$ cat src/rtl/canonical_huffman_pkg.sv
// Shared defaults and FSM state encoding for the canonical Huffman decoder.
package canonical_huffman_pkg;
    localparam int HUFF_SYM_W   = 8;
    localparam int HUFF_NSYM    = 256;
    localparam int HUFF_MAX_LEN = 15;
    localparam int LEN_W        = 4;

    typedef enum logic [1:0] {
        ST_BIT = 2'd0,
        ST_OUT = 2'd1,
        ST_ERR = 2'd2
    } state_t;
endpackage

$ cat src/rtl/huff_sym_table.sv
// Symbol table indexed by canonical rank: synchronous write, combinational read, no reset.
module huff_sym_table
    import canonical_huffman_pkg::*;
#(
    parameter int SYM_W = HUFF_SYM_W,
    parameter int NSYM  = HUFF_NSYM,
    parameter int AW    = $clog2(NSYM)
) (
    input  logic             clk,
    input  logic             i_we,
    input  logic [AW-1:0]    i_waddr,
    input  logic [SYM_W-1:0] i_wdata,
    input  logic [AW-1:0]    i_raddr,
    output logic [SYM_W-1:0] o_rdata
);
    logic [SYM_W-1:0] r_mem [NSYM];

    always_ff @(posedge clk) begin
        if (i_we) r_mem[i_waddr] <= i_wdata;
    end

    assign o_rdata = r_mem[i_raddr];
endmodule

$ cat src/rtl/canonical_huffman_decoder.sv
// Bit-serial canonical Huffman decoder: per-length code counts, rank-ordered symbol table.
// state  | meaning
// ST_BIT | accepting code bits, bit_ready=1
// ST_OUT | decoded symbol presented, waiting for sym_ready
// ST_ERR | invalid code seen, held until clr or reset
module canonical_huffman_decoder
    import canonical_huffman_pkg::*;
#(
    parameter int SYM_W   = HUFF_SYM_W,
    parameter int NSYM    = HUFF_NSYM,
    parameter int MAX_LEN = HUFF_MAX_LEN
) (
    input  logic                  clk,
    input  logic                  rst_n,
    input  logic                  clr,
    input  logic                  cnt_we,
    input  logic [LEN_W-1:0]      cnt_len,
    input  logic [$clog2(NSYM):0] cnt_val,
    input  logic                  sym_we,
    input  logic [$clog2(NSYM)-1:0] sym_addr,
    input  logic [SYM_W-1:0]      sym_wdata,
    input  logic                  bit_valid,
    input  logic                  bit_in,
    output logic                  bit_ready,
    output logic                  sym_valid,
    output logic [SYM_W-1:0]      sym_data,
    input  logic                  sym_ready,
    output logic                  err
);
    localparam int AW    = $clog2(NSYM);
    localparam int CNT_W = AW + 1;
    localparam int CW    = MAX_LEN + 1;

    state_t           r_state, w_state_nxt;
    logic [CW-1:0]    r_code, r_first;
    logic [CNT_W-1:0] r_index;
    logic [LEN_W-1:0] r_len;
    logic [CNT_W-1:0] r_count [1:MAX_LEN];
    logic [SYM_W-1:0] r_sym_data;
    logic             r_run;

    logic [LEN_W-1:0] w_len1;
    logic [CNT_W-1:0] w_cnt;
    logic [CW-1:0]    w_c, w_diff, w_cnt_ext;
    logic             w_hit, w_accept, w_grow, w_cnt_ok, w_rank_ok;
    logic [31:0]      w_rank;
    logic [SYM_W-1:0] w_tbl_rdata, w_sym;

    huff_sym_table #(.SYM_W(SYM_W), .NSYM(NSYM), .AW(AW)) u_table (
        .clk     (clk),
        .i_we    (sym_we),
        .i_waddr (sym_addr),
        .i_wdata (sym_wdata),
        .i_raddr (w_rank[AW-1:0]),
        .o_rdata (w_tbl_rdata)
    );

    assign w_len1    = r_len + LEN_W'(1);
    assign w_cnt     = r_count[w_len1];
    assign w_c       = CW'({r_code, bit_in});
    assign w_diff    = w_c - r_first;
    assign w_cnt_ext = CW'(w_cnt);
    assign w_hit     = (w_c >= r_first) && (w_diff < w_cnt_ext);
    assign w_accept  = bit_valid && r_run && (r_state == ST_BIT);
    assign w_grow    = 32'(w_len1) < MAX_LEN;
    assign w_cnt_ok  = (cnt_len != '0) && (32'(cnt_len) <= MAX_LEN);
    // Malformed tables can push the rank past the table; those decode to symbol 0.
    assign w_rank    = 32'(r_index) + 32'(w_diff);
    assign w_rank_ok = w_rank < 32'(NSYM);
    assign w_sym     = w_rank_ok ? w_tbl_rdata : '0;
    assign sym_data  = r_sym_data;

    always_ff @(posedge clk or negedge rst_n) begin
        if (!rst_n) r_state <= ST_BIT;
        else        r_state <= w_state_nxt;
    end

    always_comb begin
        w_state_nxt = r_state;
        bit_ready   = 1'b0;
        sym_valid   = 1'b0;
        err         = 1'b0;
        case (r_state)
            ST_BIT: begin
                bit_ready = r_run;
                if (w_accept) begin
                    if (w_hit)        w_state_nxt = ST_OUT;
                    else if (!w_grow) w_state_nxt = ST_ERR;
                end
            end
            ST_OUT: begin
                sym_valid = 1'b1;
                if (sym_ready) w_state_nxt = ST_BIT;
            end
            ST_ERR:  err = 1'b1;
            default: w_state_nxt = ST_BIT;
        endcase
        if (clr) w_state_nxt = ST_BIT;
    end

    always_ff @(posedge clk or negedge rst_n) begin
        if (!rst_n) begin
            r_run      <= 1'b0;
            r_code     <= '0;
            r_first    <= '0;
            r_index    <= '0;
            r_len      <= '0;
            r_sym_data <= '0;
            for (int i = 1; i <= MAX_LEN; i++) r_count[i] <= '0;
        end else begin
            r_run <= 1'b1;
            for (int i = 1; i <= MAX_LEN; i++) begin
                if (cnt_we && w_cnt_ok && (cnt_len == LEN_W'(i))) r_count[i] <= cnt_val;
            end
            if (clr || ((r_state == ST_OUT) && sym_ready)) begin
                r_code  <= '0;
                r_first <= '0;
                r_index <= '0;
                r_len   <= '0;
            end else if (w_accept) begin
                if (w_hit) begin
                    r_sym_data <= w_sym;
                end else if (w_grow) begin
                    r_index <= r_index + w_cnt;
                    r_first <= (r_first + w_cnt_ext) << 1;
                    r_code  <= w_c;
                    r_len   <= w_len1;
                end
            end
        end
    end
endmodule

$ cat config.mk
export PLATFORM = sky130hd
export DESIGN_NAME = canonical_huffman_decoder
export DESIGN_NICKNAME = d
export VERILOG_FILES = /design/src/rtl/canonical_huffman_pkg.sv /design/src/rtl/huff_sym_table.sv /design/src/rtl/canonical_huffman_decoder.sv
export SDC_FILE = /design/constraint.sdc
export NUM_CORES = 2
export LEC_CHECK = 0
export CORE_MARGIN = 3
export CORE_UTILIZATION = 66
export CTS_BUF_LIST = sky130_fd_sc_hd__clkbuf_2 sky130_fd_sc_hd__clkbuf_4 sky130_fd_sc_hd__clkbuf_8
export DETAILED_ROUTE_END_ITERATION = 10
export PLACE_DENSITY_LB_ADDON = 0.1
export SYNTH_ARGS = -nofsm -noshare
export SYNTH_HDL_FRONTEND = slang
export SYNTH_SLANG_ARGS = --single-unit
export TNS_END_PERCENT = 50
$ cat constraint.sdc
create_clock -name clk -period 8.04 [get_ports clk]
set_clock_uncertainty 0.15 [all_clocks]
set_input_delay 1.608 -clock clk [delete_from_list [all_inputs] [get_ports clk]]
set_output_delay 1.608 -clock clk [all_outputs]
set_load 0.02 [all_outputs]
* Word level (Yosys, flattened, before mapping)
Memories as Yosys holds them, arrays and structs flattened.
Index checks and enable logic that the tools add are counted.
** Storage, ports and cells
- Bits of input ports :: 37
- Memories :: 1
- Output and inout port bits :: 11
- Register bits after elaboration :: 190
- Bits in writable memories :: 2048
** Memories
- u_table.r_mem :: depth 256, bits a word 8, read ports 1, clocked after memory_dff 0, wr ports 1, RTL line huff_sym_table.sv:16 : logic [SYM_W-1:0] r_mem [NSYM];
** Operators by class
- Multiplexer cells :: 31
- $add $sub $neg :: 5
- Bitwise operators :: 2
- Magnitude comparators :: 5
- Eq/ne operators :: 22
- Reductions and logical operators :: 28
** Operators by type and width (number)
- $mux W16 :: 4
- $mux W15 :: 4
- $mux W9 :: 6
- $bmux W9 S4 :: 1
- $eq A4 B4 Y1 const B :: 8
- $logic_and A1 B1 Y1 :: 20
- $add A9 B16 Y17 :: 1
- $lt A17 B9 Y1 const B :: 1
- $eq A4 B3 Y1 const B :: 4
- $ge A16 B16 Y1 :: 1
- $lt A16 B9 Y1 :: 1
- $mux W4 :: 4
- $sub A16 B16 Y16 :: 1
- $add A15 B9 Y15 :: 1
- $mux W2 :: 5
- $add A9 B9 Y9 :: 1
- $eq A4 B2 Y1 const B :: 2
- $mux W8 :: 1
- $ne A3 B3 Y1 const B :: 2
- $pmux W2 S3 :: 1
- $reduce_and A3 Y1 :: 2
- $ge A5 B5 Y1 const B :: 1
- $mux W1 :: 5
- $not A4 Y5 :: 1
- 14 further kinds :: 15

* Depth between registers and ports, before layout
- Depth in word-level cells :: 11
- Gate-level depth with buffers :: 25

* Hierarchy
From an unflattened synthesis, not the netlist that was laid out.
** Second synthesis, totals
- Cell total of the unflattened synthesis :: 4629
- Area, all modules :: 89930.0 sq um
** By module, submodules not included
- huff_sym_table :: sequential area each 61499.0 sq um, area an instance 79396.1 sq um, times used 1, cells an instance 3725
- canonical_huffman_decoder :: sequential area each 4729.5 sq um, area an instance 10533.9 sq um, times used 1, cells an instance 904

* Worst setup path before layout
OpenSTA, ideal clock, no wires.
- Kind :: register to register
- Start :: reg r_len[0]
- End :: reg r_index[8]
- Data required time :: 7.770 ns
- Arrival :: 5.348 ns
- Cell stages (with the launch flop) :: 23
- Slack :: 2.421 ns
- Buffers on the path :: 6
- Path through :: dfrtp_1 buf_4 buf_1 inv_1 ha_1 buf_2 buf_2 buf_1 mux2i_1 nor2_1 a21oi_1 nor2_1 a21oi_1 mux2_2 ha_1 a2111oi_0 nand2_1 o211a_1 a2111oi_2 or4b_4 o31a_1 buf_2 a31o_2
** On the way
- Longest elaborated chain between the ends :: 10
- Elaborated cells on any way between the ends :: 16
** RTL lines
- from (decl) :: RTL line canonical_huffman_decoder.sv:37 : logic [LEN_W-1:0] r_len;
- from (signal assigned) :: RTL line canonical_huffman_decoder.sv:127 : r_len <= w_len1;
- $add A4 B1 Y4 (*) :: RTL line canonical_huffman_decoder.sv:58 : assign w_len1 = r_len + LEN_W'(1);
- $not A4 Y5 (implied by the code) :: RTL line canonical_huffman_decoder.sv:59 : assign w_cnt = r_count[w_len1];
- $bmux W9 S4 :: RTL line canonical_huffman_decoder.sv:59
- $mux W9 (implied by the code) (2 in a row) :: RTL line canonical_huffman_decoder.sv:59
- $add A9 B9 Y9 :: RTL line canonical_huffman_decoder.sv:124 : r_index <= r_index + w_cnt;
- $mux W9 :: RTL line canonical_huffman_decoder.sv:123 : end else if (w_grow) begin
- $mux W9 :: RTL line canonical_huffman_decoder.sv:121 : if (w_hit) begin
- $mux W9 :: RTL line canonical_huffman_decoder.sv:120 : end else if (w_accept) begin
- $mux W9 :: RTL line canonical_huffman_decoder.sv:115 : if (clr || ((r_state == ST_OUT) && sym_ready)) begin
- to (signal assigned) :: RTL line canonical_huffman_decoder.sv:124
- to (decl) :: RTL line canonical_huffman_decoder.sv:36 : logic [CNT_W-1:0] r_index;
Every way passes the cells marked *; elsewhere a longest branch is shown, timed or not. The select of a mux whose other input is x is not followed.
A chain may end at the register's enable or synchronous reset.

* Final worst setup path
- Start :: reg r_len[0]
- End :: reg r_first[4]
** On the way
- Longest elaborated chain between the ends :: 10
- Elaborated cells on any way between the ends :: 16
** RTL lines
- $add A4 B1 Y4 (*) :: RTL line canonical_huffman_decoder.sv:58
- $not A4 Y5 (implied by the code) :: RTL line canonical_huffman_decoder.sv:59
- $bmux W9 S4 :: RTL line canonical_huffman_decoder.sv:59
- $mux W9 (implied by the code) (2 in a row) :: RTL line canonical_huffman_decoder.sv:59
- $add A15 B9 Y15 :: RTL line canonical_huffman_decoder.sv:125 : r_first <= (r_first + w_cnt_ext) << 1;
- $mux W16 :: RTL line canonical_huffman_decoder.sv:123
- $mux W16 :: RTL line canonical_huffman_decoder.sv:121
- $mux W16 :: RTL line canonical_huffman_decoder.sv:120
- $mux W16 :: RTL line canonical_huffman_decoder.sv:115
- to (signal assigned) :: RTL line canonical_huffman_decoder.sv:125
- to (decl) :: RTL line canonical_huffman_decoder.sv:35 : logic [CW-1:0] r_code, r_first;
Marks and branches as above.

==> results.sh <==
export IMPL_status="finished clean"
export IMPL_power_density_nw_per_um2=276
export IMPL_dp_worst_setup_slack_ps=1110
export IMPL_cts_tree="built"
export IMPL_synth_distinct_cells=69
export IMPL_wirelength_mm=206
export IMPL_wl_per_cell_um=30.4
export IMPL_slew_headroom_pct=18.7
export IMPL_port_buffer_count=47
export IMPL_clkSinkCount=2237
export IMPL_place_gp_congestion=0.844
export IMPL_grt_pass1_vias=45800
export IMPL_path_clk_slew_ps=60
export IMPL_fin_setup_tns_ps=0
export IMPL_leakage_nw=32.4
export IMPL_yosysSeqAreaShare_pct=73.7
export IMPL_synth_flop_cell="edfxtp_1"
export IMPL_coreArea_um2=134000
export IMPL_max_stage_delay_ps=1000
export IMPL_timing_final_crit_share_pct=81.2
export IMPL_finalNetCount=4843
export IMPL_critPathBufInv=2
export IMPL_syn_inst=4502
export IMPL_path_cells="inv_1 > ha_2 > mux2i_1 > nor2_1 > a21oi_1 > nor2_1 > a21oi_1 > mux2_2 > ha_1 > a2111oi_0 > nand2_1 > o211a_1 > a2111oi_2 > or4b_4 > o31ai_4 > buf_4 > nor2_1 > a211oi_1"
export IMPL_synthArstFlopShare_pct=8.45
export IMPL_fmax_mhz=153
export IMPL_finalHoldViolations=0
export IMPL_yosysWarnings=0
export IMPL_chipWidth_um=375
export IMPL_critical_path_top_delay_family="compound AO/OA/AOI/OAI gates"
export IMPL_clock_path_buffers=4
export IMPL_synth_ff_latch_count=2237
export IMPL_worstSetupPathType="flip-flop to flip-flop"
export IMPL_die_h_um=375
export IMPL_setup_worst_path_end_class="flip-flop"
export IMPL_worstHoldPathType="flip-flop to flip-flop"
export IMPL_die_area_um2=141000
export IMPL_cts_root_buffer="clkbuf_8"
export IMPL_hpwlAfterDp_mm=124
export IMPL_finalMaxSlewViolations=0
export IMPL_htreeDepth=5
export IMPL_crit_top_cell="nor2_1"
export IMPL_drc=0
export IMPL_grt_pass1_wl_mm=306
export IMPL_layout_setup_ws_ps=1510
export IMPL_worst_pin_slew_ps=1190
export IMPL_overflow=0
export IMPL_grt_usage_pct=30.0
export IMPL_synth_edff_count=2048
export IMPL_grt_max_degree=214
export IMPL_start_kind="flip-flop"
export IMPL_synth_area_um2=89900
export IMPL_cp_slowest_cell="a2111oi_0"
export IMPL_start_util_pct=66.9
export IMPL_core_rowCount=134
export IMPL_insertion_delay_ps=1040
export IMPL_post_cts_buffers=0
export IMPL_postRouteAntennaNets=0
export IMPL_cap_violations=0
export IMPL_totalPowerFinal_mw=27.5
export IMPL_syn2layout_area_growth_pct=10.7
export IMPL_numCtsBuffers=358
export IMPL_dr_pass1_iters=6
export IMPL_vias=45800
export IMPL_min_period_ps=6530
export IMPL_avgSynthCellArea_um2=20.0
export IMPL_via_per_inst=6.76
export IMPL_setup_viol=0
export IMPL_io_pins=48
export IMPL_rsz0062_at_grt="no"
export IMPL_hold_buffers=0
export IMPL_critPathMaxFanout=57
export IMPL_syn_nets=4593
export IMPL_first_iter_violations=5523
export IMPL_cts_resized=0
export IMPL_drive_gt1_share_pct=28.8
export IMPL_ir_drop_uv=219
export IMPL_antenna_found_initial=6
export IMPL_cp_data_required_time_ps=8780
export IMPL_arrival_ps=7270
-- through the flow --
stage          hold WS [ps]  instances  util (%)  instance area (um^2)
2_1_floorplan           275       4502         -                 89900
3_3_place_gp            292       6160      69.0                 92700
3_5_place_dp            312       6160      69.0                 92700
4_1_cts                 330       6768      74.1                 99500
5_1_grt                 336       6769      74.1                 99500
6_report                327       6775      74.1                 99500
-- Yosys cell counts, types with 6 or more instances --
cell type / number / area [um^2]
nor2_1: 340 / 1280
o21ai_0: 65 / 325
nand2b_1: 9 / 56.3
o21a_1: 6 / 45.0
nand3_1: 76 / 380
nand2_1: 253 / 950
ha_1: 50 / 626
a2111oi_0: 6 / 52.6
o41ai_1: 10 / 87.6
nor2b_1: 14 / 87.6
a22o_1: 8 / 70.1
or3_1: 14 / 87.6
a311oi_1: 7 / 61.3
buf_2: 53 / 265
buf_1: 25 / 93.8
and3_1: 20 / 125
dfrtp_1: 189 / 4730
xnor2_1: 26 / 228
xor2_1: 15 / 131
o22a_1: 7 / 61.3
a31oi_1: 8 / 50.1
nand4_1: 13 / 81.3
a22oi_1: 8 / 60.1
o211ai_1: 10 / 75.1
o211a_1: 6 / 60.1
mux2_2: 144 / 1620
mux4_2: 622 / 14000
a211o_1: 8 / 70.1
inv_1: 36 / 135
a21o_1: 15 / 113
mux2i_1: 44 / 440
a41oi_1: 7 / 61.3
o22ai_1: 8 / 50.1
a211oi_1: 23 / 173
o221ai_1: 6 / 52.6
edfxtp_1: 2048 / 61500
nor3_1: 6 / 30.0
clkbuf_1: 168 / 631
a21oi_1: 67 / 335
-- power by group --
group | switching (mW) | internal (mW)
sequential | 0.102 | 12.9
clock | 4.23 | 5.08
combinational | 3.03 | 2.16
-- cell type report --
class                           count  area (um^2)
Timing Repair Buffer              145         1540
Antenna cell                        7         17.5
Multi-Input combinational cell   1974        22600
Fill cell                        7447        34800
Clock buffer                      496         6080
Inverter                           36          135
Sequential cell                  2237        66200
Tap cell                         1768         2210
Clock inverter                    112          668
-- kinds of logic after synthesis --
kind of cell | share of synthesized area (%)
simple gates | 3.61
xor+xnor | 0.418
mux | 17.9
buf+inv | 1.34
flops | 73.7
other cells | 0.00417
compound gates | 2.26
fa+ha+maj | 0.785
-- per-layer routing --
metal | global-route usage (%) | share of wire, %
met5 | 0 | 0.019
met4 | 10.1 | 3.1
met3 | 6.60 | 9.8
met2 | 45.1 | 48
met1 | 45.0 | 40
-- final timing paths --
check                      slack, ps  cells past startpoint                  endpoint                   start
setup / recovery                1510                     18    r_first[4]$_DFFE_PN0P_    r_len[0]$_DFFE_PN0P_
hold / removal                   330                      1    r_state[1]$_DFFE_PN0P_  r_state[0]$_DFFE_PN0P_
setup reg to reg                1510                     18    r_first[4]$_DFFE_PN0P_    r_len[0]$_DFFE_PN0P_
hold reg to reg                  330                      1    r_state[1]$_DFFE_PN0P_  r_state[0]$_DFFE_PN0P_
max in group asynchronous       5560                      2  r_count[103]$_DFFE_PN0P_                   rst_n
min in group asynchronous        610                      1    r_code[14]$_DFFE_PN0P_                   rst_n
-- sequential cells by signal, indices dropped and copies added (netlist names) --
name,flops
r_code,15
r_count,135
u_table.r_mem,2048
r_len,4
r_index,9
sym_data,8
r_first,15
r_state,2
r_run,1
-- cells in the final DEF (no fill, tap or decap), types with 66 or more instances in the layout --
master / n
edfxtp_1: 2048
mux4_2: 622
clkbuf_8: 386
nor2_1: 339
nand2_1: 253
dfrtp_1: 188
mux2_2: 144
clkbuf_4: 119
buf_4: 74
clkinv_1: 73
nand3_1: 70
a21oi_1: 66
No activity file was read; power rests on OpenSTA's default activity.
